## config.mk

```make
export PLATFORM = sky130hd
export DESIGN_NAME = ex_muldiv
export DESIGN_NICKNAME = d
export VERILOG_FILES = /design/src/rtl/ex_muldiv.sv
export SDC_FILE = /design/constraint.sdc
export NUM_CORES = 1
export LEC_CHECK = 0
export BUFFER_PORTS_ARGS = -buffer_cell sky130_fd_sc_hd__buf_2
export CORE_MARGIN = 1.5
export CORE_UTILIZATION = 60
export DETAILED_ROUTE_END_ITERATION = 10
export PLACE_DENSITY_LB_ADDON = 0.3
export SLEW_MARGIN = 20
export SYNTH_ARGS = -nofsm -noshare
export SYNTH_HDL_FRONTEND = slang
export SYNTH_SLANG_ARGS = --single-unit
export TNS_END_PERCENT = 20
```

## constraint.sdc

```tcl
create_clock -name CLK -period 9.4 [get_ports CLK]
set_input_delay 1.41 -clock CLK [delete_from_list [all_inputs] [get_ports CLK]]
set_output_delay 1.41 -clock CLK [all_outputs]
set_load 0.02 [all_outputs]
```

## src/rtl/ex_muldiv.sv

```systemverilog
// ex_muldiv: iterative multiply/divide unit for the EX stage.
// Owns the architectural HI/LO registers. MULT/MULTU/DIV/DIVU take a fixed
// 34-cycle sequence (latch, 32 iterations, fix-up); MTHI/MTLO complete in one
// cycle. Signed operations work on operand magnitudes and correct the sign in
// the fix-up step.
module ex_muldiv #(
    parameter int WIDTH = 32,
    parameter int CNT_W = 5
) (
    input  logic             CLK,
    input  logic             RESET,
    input  logic             I_MD_Start,
    input  logic [2:0]       I_MD_Op,
    input  logic [WIDTH-1:0] I_MD_A,
    input  logic [WIDTH-1:0] I_MD_B,
    output logic [WIDTH-1:0] O_MD_HI,
    output logic [WIDTH-1:0] O_MD_LO,
    output logic             O_MD_Busy,
    output logic             O_MD_Done
);

    localparam logic [1:0] IDLE = 2'd0;
    localparam logic [1:0] MUL  = 2'd1;
    localparam logic [1:0] DIV  = 2'd2;
    localparam logic [1:0] FIX  = 2'd3;

    localparam logic [CNT_W-1:0] CNT_LAST = CNT_W'(WIDTH - 1);

    logic [1:0]         state;
    logic [CNT_W-1:0]   cnt;
    // Mul: {partial product high, multiplier shifting out}.
    // Div: {partial remainder, dividend shifting out / quotient shifting in}.
    logic [2*WIDTH-1:0] acc;
    logic [WIDTH-1:0]   opnd;      // multiplicand (mul) or divisor (div)
    logic [WIDTH-1:0]   orig_a;    // raw A, returned in HI on divide by zero
    logic               neg_res;
    logic               neg_rem;
    logic               div_zero;
    logic               is_div;
    logic [WIDTH-1:0]   hi;
    logic [WIDTH-1:0]   lo;
    logic               done;

    logic               is_signed;
    logic [WIDTH-1:0]   mag_a;
    logic [WIDTH-1:0]   mag_b;
    logic [WIDTH:0]     mul_sum;
    logic [WIDTH:0]     rem_sh;
    logic [WIDTH+1:0]   diff;
    logic [2*WIDTH-1:0] acc_neg;

    // Operand magnitudes and one iteration of shift-add / restoring divide.
    always_comb begin
        is_signed = ~I_MD_Op[0];
        mag_a     = (is_signed && I_MD_A[WIDTH-1]) ? -I_MD_A : I_MD_A;
        mag_b     = (is_signed && I_MD_B[WIDTH-1]) ? -I_MD_B : I_MD_B;
        mul_sum   = {1'b0, acc[2*WIDTH-1:WIDTH]} + (acc[0] ? {1'b0, opnd} : '0);
        rem_sh    = {acc[2*WIDTH-1:WIDTH], acc[WIDTH-1]};
        diff      = {1'b0, rem_sh} - {2'b00, opnd};
        acc_neg   = -acc;
    end

    // Sequencer, datapath registers and HI/LO.
    always_ff @(posedge CLK or posedge RESET) begin
        if (RESET) begin
            state    <= IDLE;
            cnt      <= '0;
            acc      <= '0;
            opnd     <= '0;
            orig_a   <= '0;
            neg_res  <= 1'b0;
            neg_rem  <= 1'b0;
            div_zero <= 1'b0;
            is_div   <= 1'b0;
            hi       <= '0;
            lo       <= '0;
            done     <= 1'b0;
        end else begin
            done <= 1'b0;
            case (state)
                IDLE: begin
                    if (I_MD_Start) begin
                        case (I_MD_Op)
                            3'b100: hi <= I_MD_A;
                            3'b101: lo <= I_MD_A;
                            3'b000, 3'b001, 3'b010, 3'b011: begin
                                is_div   <= I_MD_Op[1];
                                neg_res  <= is_signed & (I_MD_A[WIDTH-1] ^ I_MD_B[WIDTH-1]);
                                neg_rem  <= is_signed & I_MD_Op[1] & I_MD_A[WIDTH-1];
                                div_zero <= I_MD_Op[1] & (I_MD_B == '0);
                                orig_a   <= I_MD_A;
                                opnd     <= I_MD_Op[1] ? mag_b : mag_a;
                                acc      <= {{WIDTH{1'b0}}, (I_MD_Op[1] ? mag_a : mag_b)};
                                cnt      <= '0;
                                state    <= I_MD_Op[1] ? DIV : MUL;
                            end
                            default: ;
                        endcase
                    end
                end
                MUL: begin
                    acc <= {mul_sum, acc[WIDTH-1:1]};
                    cnt <= cnt + 1'b1;
                    if (cnt == CNT_LAST) state <= FIX;
                end
                DIV: begin
                    if (!diff[WIDTH+1]) begin
                        acc <= {diff[WIDTH-1:0], acc[WIDTH-2:0], 1'b1};
                    end else begin
                        acc <= {rem_sh[WIDTH-1:0], acc[WIDTH-2:0], 1'b0};
                    end
                    cnt <= cnt + 1'b1;
                    if (cnt == CNT_LAST) state <= FIX;
                end
                default: begin  // FIX
                    if (!is_div) begin
                        {hi, lo} <= neg_res ? acc_neg : acc;
                    end else if (div_zero) begin
                        hi <= orig_a;
                        lo <= {WIDTH{1'b1}};
                    end else begin
                        lo <= neg_res ? -acc[WIDTH-1:0] : acc[WIDTH-1:0];
                        hi <= neg_rem ? -acc[2*WIDTH-1:WIDTH] : acc[2*WIDTH-1:WIDTH];
                    end
                    done  <= 1'b1;
                    state <= IDLE;
                end
            endcase
        end
    end

    assign O_MD_HI   = hi;
    assign O_MD_LO   = lo;
    assign O_MD_Busy = (state != IDLE);
    assign O_MD_Done = done;

endmodule

```

---- After elaboration in Yosys (flattened, before gate mapping) ----
Cells that the tools add are included.
word-level totals
  bits in read-only memories .............. 0
  word-level logic and storage cells ...... 88
  RAM bits ................................ 0
  register bits after elaboration ......... 204
  bits in latches ......................... 0
  memories kept ........................... 0
cells by class
  shift operators ......................... 0
  reduce and logical (&&, ||, !) cells .... 17
  add/sub/neg operators ................... 8
  multiplexer cells ....................... 31
  multipliers ............................. 0
  $lt $le $gt $ge ......................... 0
  bitwise logic cells ..................... 7
  divide/modulo/power cells ............... 0
  eq/ne operators ......................... 13
operator list
  kind                   count
  $mux W32               15
  $mux W64               4
  $pmux W64 S3           1
  $neg A32 Y32           4
  $pmux W32 S2           2
  $neg A64 Y64           1
  $sub A33 B32 Y34       1
  $add A32 B32 Y33       1
  $logic_not A32 Y1      1
  $reduce_and A3 Y1      6
  $mux W5                2
  $pmux W5 S2            1
  $mux W2                4
  $ne A2 B1 Y1 const B   4
  $eq A3 B2 Y1 const B   2
  $eq A3 B3 Y1 const B   2
  $add A5 B1 Y5 const B  1
  $eq A5 B5 Y1 const B   1
  $and A1 B1 Y1          4
  $pmux W2 S2            1
  $reduce_bool A2 Y1     2
  $reduce_or A4 Y1       1
  $eq A3 B1 Y1 const B   1
  $logic_not A3 Y1       1
  other kinds (11)       13

---- Longest topological paths before layout ----
  depth in word-level cells ............... 7
  mapped depth ............................ 14
  mapped depth without buffers ............ 13

---- Worst setup path after synthesis ----
No wires, ideal clock.
  path type ............................... in2reg
  start point ............................. input I_MD_A[2]
  end point ............................... register opnd[28]
  stages on the path ...................... 10
  path buffers ............................ 1
  required time ........................... 9.268 ns
  setup slack ............................. 5.707 ns
  arrival ................................. 3.562 ns
  cell sequence ........................... buf_2 > nor4_1 > nand3_1 > nor3_1 > a31o_2 > o21a_1 > xor2_1 > nor2_1 > a211oi_1 > a21oi_1
between the ends
  word-level cells in the longest chain between the ends .. 3
ends and longest elaborated chain
  item                  RTL line  text
  start, declared       14        input logic [WIDTH-1:0] I_MD_A,
  $neg A32 Y32          55        mag_a = (is_signed && I_MD_A[WIDTH-1]) ? -I_MD_A : I_MD_A;
  $mux W32              55
  $mux W32              92        opnd <= I_MD_Op[1] ? mag_b : mag_a;
  end signal, assigned  92
  end, declared         34        logic [WIDTH-1:0] opnd;
Every way passes these cells.
A chain may end at the register's enable or synchronous reset.

---- Final worst setup path ----
  start point ............................. register acc[0]
  end point ............................... register acc[61]
between the ends
  word-level cells in the longest chain between the ends .. 3
ends and longest elaborated chain
  item                    RTL line  text
  start, declared         33        logic [2*WIDTH-1:0] acc;
  start signal, assigned  93        acc <= {{WIDTH{1'b0}}, (I_MD_Op[1] ? mag_a : mag_b)};
  start signal, assigned  102       acc <= {mul_sum, acc[WIDTH-1:1]};
  start signal, assigned  108       acc <= {diff[WIDTH-1:0], acc[WIDTH-2:0], 1'b1};
  $mux W32                57        mul_sum = {1'b0, acc[2*WIDTH-1:WIDTH]} + (acc[0] ? {1'b0, opnd} : '0);
  $add A32 B32 Y33        57
  $pmux W64 S3            80        case (state)
Every way passes these cells.

==> results_dict.tcl <==
set metrics [dict create \
    clkTransAtPathRegs_ns 0.07 \
    clock_path_buffers 3 \
    drive_above_1_share_pct 12.09 \
    layout_common_cells "234 x a21oi_1, 229 x o21ai_0, 229 x nor2_1, 204 x dfrtp_1, 198 x nand2_1" \
    final-hold-violation-count 0 \
    first_iter_violations 1913 \
    slowest_delay_ns 0.67 \
    vdd_ir_drop_max_v 0.0002448 \
    core_sq_um 27860 \
    fp.dieW_um 171.4 \
    start_util_pct 61.09 \
    r2r_setup_slack_ns 5.08 \
    drt-pass1-iter-count 8 \
    seqPwrFrac_pct 24.3 \
    synth-main-ff-cell "dfrtp_1" \
    cpMaxStageDelayCell "nor4b_1" \
    area_growth_pct 9.433 \
    fin_crit_sh_pct 45.99 \
    rsz0062_at_grt "no" \
    p_comb_share_pct 61.5 \
    fin_worst_skew_ns 0.01311 \
    crit_top_cell "nor2_1" \
    drc_errors 0 \
    overflow 0 \
    ys_ff_latch 204 \
    async_reset_ff_share_pct 100.0 \
    max-slew-margin-rel_pct 27.90 \
    clock.fmax_mhz 231.3 \
    cts-root-buf "clkbuf_16" \
    grt_pass1_vias 15960 \
    sw_frac_of_total_pct 51.12 \
    crit_cells 13 \
    tightestPinTransition_ns 1.078 \
    cp_num_buf_inv 2 \
    num_rows 61 \
    clock-sinks 204 \
    cts_setup_buffers 0 \
    slew_viol_final 0 \
    hpwl_um 43690 \
    cts_hold_buf 0 \
    holdPathStages 2 \
    grt_start_max_net_pins 124 \
    place_congestion 0.9854 \
    synth_fp_nets 2312 \
    layout_min_cycle_time_ns 4.323 \
    worstSetupStartpointType "register" \
    antenna_found_initial 0 \
    rr_worst_depth 13 \
    clock_latency_ns 0.54 \
    finalPower_mw 7.285 \
    vias_per_cell 6.719 \
    arrival_ns 4.70 \
    io_buffer_count 135 \
    crit_path_end_kind "register" \
    crit_fanout 31 \
    holdCritStartpoint "O_MD_HI[22]$_DFFE_PP0P_" \
    grt_pass1_wl_um 90510 \
    cts_tree "built" \
    synth_enable_flop_cells 0 \
    power.internal_mw 3.561 \
    r2r-end "acc[61]$_DFFE_PP0P_" \
    maxCapViolations 0 \
    wl_um 60080 \
    holdPathEnd "O_MD_HI[22]$_DFFE_PP0P_" \
    r2r_start "acc[0]$_DFFE_PP0P_" \
    leakagePower_nw 8.114 \
    wire_per_inst_um 23.21 \
    netSwitchingPower_mw 3.724 \
    die_h_um 171.4 \
    setup_viol 0 \
    fin_setup_tns_ns 0 \
    die_area_sq_um 29380 \
    num_vias 17390 \
    worstSetupPathType "reg -> reg" \
    required_ns 9.77 \
    min_path_type "reg -> reg" \
    ctsResizeCount 0 \
    nNetsFinal 2338 \
    track_usage_pct 40.37 \
    numCtsBuffers 24 \
    synth-seq-area-share_pct 30.00 \
    final_common_cell "a21oi_1" \
    worstPathCellList "clkinv_1, buf_4, nor2_1, fa_1, a21o_1, a31oi_1, nor3_1, nor4b_1, nor2_1, a41oi_1, o21bai_1, xnor2_1, o221ai_1" \
    ant_nets 0 \
    syn_inst 2166 \
    syn_area_sq_um 17020 \
    power_frac_clock_pct 14.2 \
    htree_levels 1 \
    avgSynthCellArea_sq_um 7.857 \
    status "completed" \
    crit_family "compound AO/OA/AOI/OAI gates" \
    ios 136 \
    ys_warn_count 0 \
    p_per_area_nw_per_um2 391.2 \
    ys_types 86 \
]
-- cell families after synthesis --
logic type,synth area share (%)
compound gates,28.56
xor+xnor,8.080
fa+ha+maj,5.676
buf+inv,5.345
flops,30.00
mux,4.279
simple gates,18.06
-- tightest hold or removal path: stages, from the launching register on --
cell and delay [ns]:
dfrtp_1 0.34, nand2_1 0.04, o21ai_0 0.06
-- synth_stat cells (all sizes together) (4+ instances only) --
cell type / count / area, sq um
a21o: 20 / 150.1
nand2b: 13 / 81.33
or3: 15 / 93.84
nor4: 17 / 157.7
a21oi: 235 / 1176
a211o: 7 / 61.31
o221ai: 11 / 96.34
o21bai: 8 / 60.06
a31oi: 16 / 100.1
xnor2: 97 / 849.6
mux2: 30 / 337.8
inv: 67 / 251.5
dfrtp: 204 / 5105
xor2: 60 / 525.5
clkbuf: 130 / 490.5
nor4b: 5 / 73.83
o22ai: 40 / 250.2
o31a: 6 / 52.55
mux2i: 39 / 390.4
nor3: 33 / 170.2
o211ai: 23 / 172.7
nand3: 40 / 205.2
o31ai: 34 / 282.8
a22oi: 37 / 277.8
nor2: 230 / 865.8
ha: 74 / 925.9
nor2b: 9 / 56.30
or4: 19 / 168.9
and2: 13 / 81.33
a22o: 5 / 43.79
a221oi: 4 / 35.03
nand2: 200 / 753.2
nand4b: 4 / 35.03
and3: 13 / 81.33
o21ai: 236 / 1181
a221o: 27 / 270.3
buf: 27 / 160.1
o41ai: 11 / 96.34
nand4: 15 / 100.1
or2: 11 / 68.81
a211oi: 25 / 187.7
o21a: 14 / 105.1
-- stage by stage --
step                      util, %  instances  setup slack, ns  hold slack, ns  cell area [sq um]
after global routing        66.84       2587            4.924          0.4935              18620
final                       66.85       2588            5.077          0.4704              18620
after CTS                   66.81       2587            5.169          0.4780              18610
after floorplan                 -       2166            2.423          0.4497              17020
after global placement      63.59       2543            5.211          0.4585              17720
after detailed placement    63.69       2544            5.093          0.4647              17740
-- state kept, by name (all words and copies together), names as in the netlist, 2 cells and up --
| signal | flops |
|---|---|
| acc | 64 |
| O_MD_HI | 32 |
| O_MD_LO | 32 |
| opnd | 32 |
| orig_a | 32 |
| cnt | 5 |
| state | 2 |
-- power by group through the flow --
| stage | sequential [mW] | clock, mW | combinational, mW |
|---|---|---|---|
| global route | 1.81 | 1.07 | 4.89 |
| detailed placement | 1.76 | 0 | 4.36 |
| CTS | 1.75 | 1.04 | 4.38 |
| global placement | 1.75 | 0 | 4.24 |
| floorplan | 1.69 | 0 | 3.21 |
| finish | 1.77 | 1.03 | 4.48 |
-- routing by layer --
layer / GRT usage (%) / vias to the layer above / share of wire, %
li1: - / 7947 / -
met1: 52.23 / 8263 / 39
met2: 63.18 / 951 / 44
met3: 7.754 / 229 / 9.8
met4: 23.15 / 0 / 6.7
met5: 0 / - / 0
-- worst max path at each step --
| stage | slack [ns] | end | start |
|---|---|---|---|
| 6_report | 5.08 | acc[61]$_DFFE_PP0P_ | acc[0]$_DFFE_PP0P_ |
| 3_3_place_gp | 5.21 | opnd[28]$_DFFE_PP0P_ | I_MD_A[2] |
| 5_1_grt | 4.92 | acc[60]$_DFFE_PP0P_ | acc[0]$_DFFE_PP0P_ |
| 3_5_place_dp | 5.09 | opnd[28]$_DFFE_PP0P_ | I_MD_A[2] |
| 2_1_floorplan | 2.42 | O_MD_Done$_DFF_PP0_ | RESET |
| 4_1_cts | 5.17 | acc[60]$_DFFE_PP0P_ | acc[0]$_DFFE_PP0P_ |
-- layout make-up --
type,instances,area (sq um)
fillers,2407,9235
diodes,1,2.502
clock inverters,11,167.7
repair buffers,157,867.1
clock buffers,32,701.9
multi-input cells,1736,11040
inverters,69,266.5
well taps,378,473.0
flip-flops and latches,204,5105
Note: power is estimated with default switching activity, not from simulation.
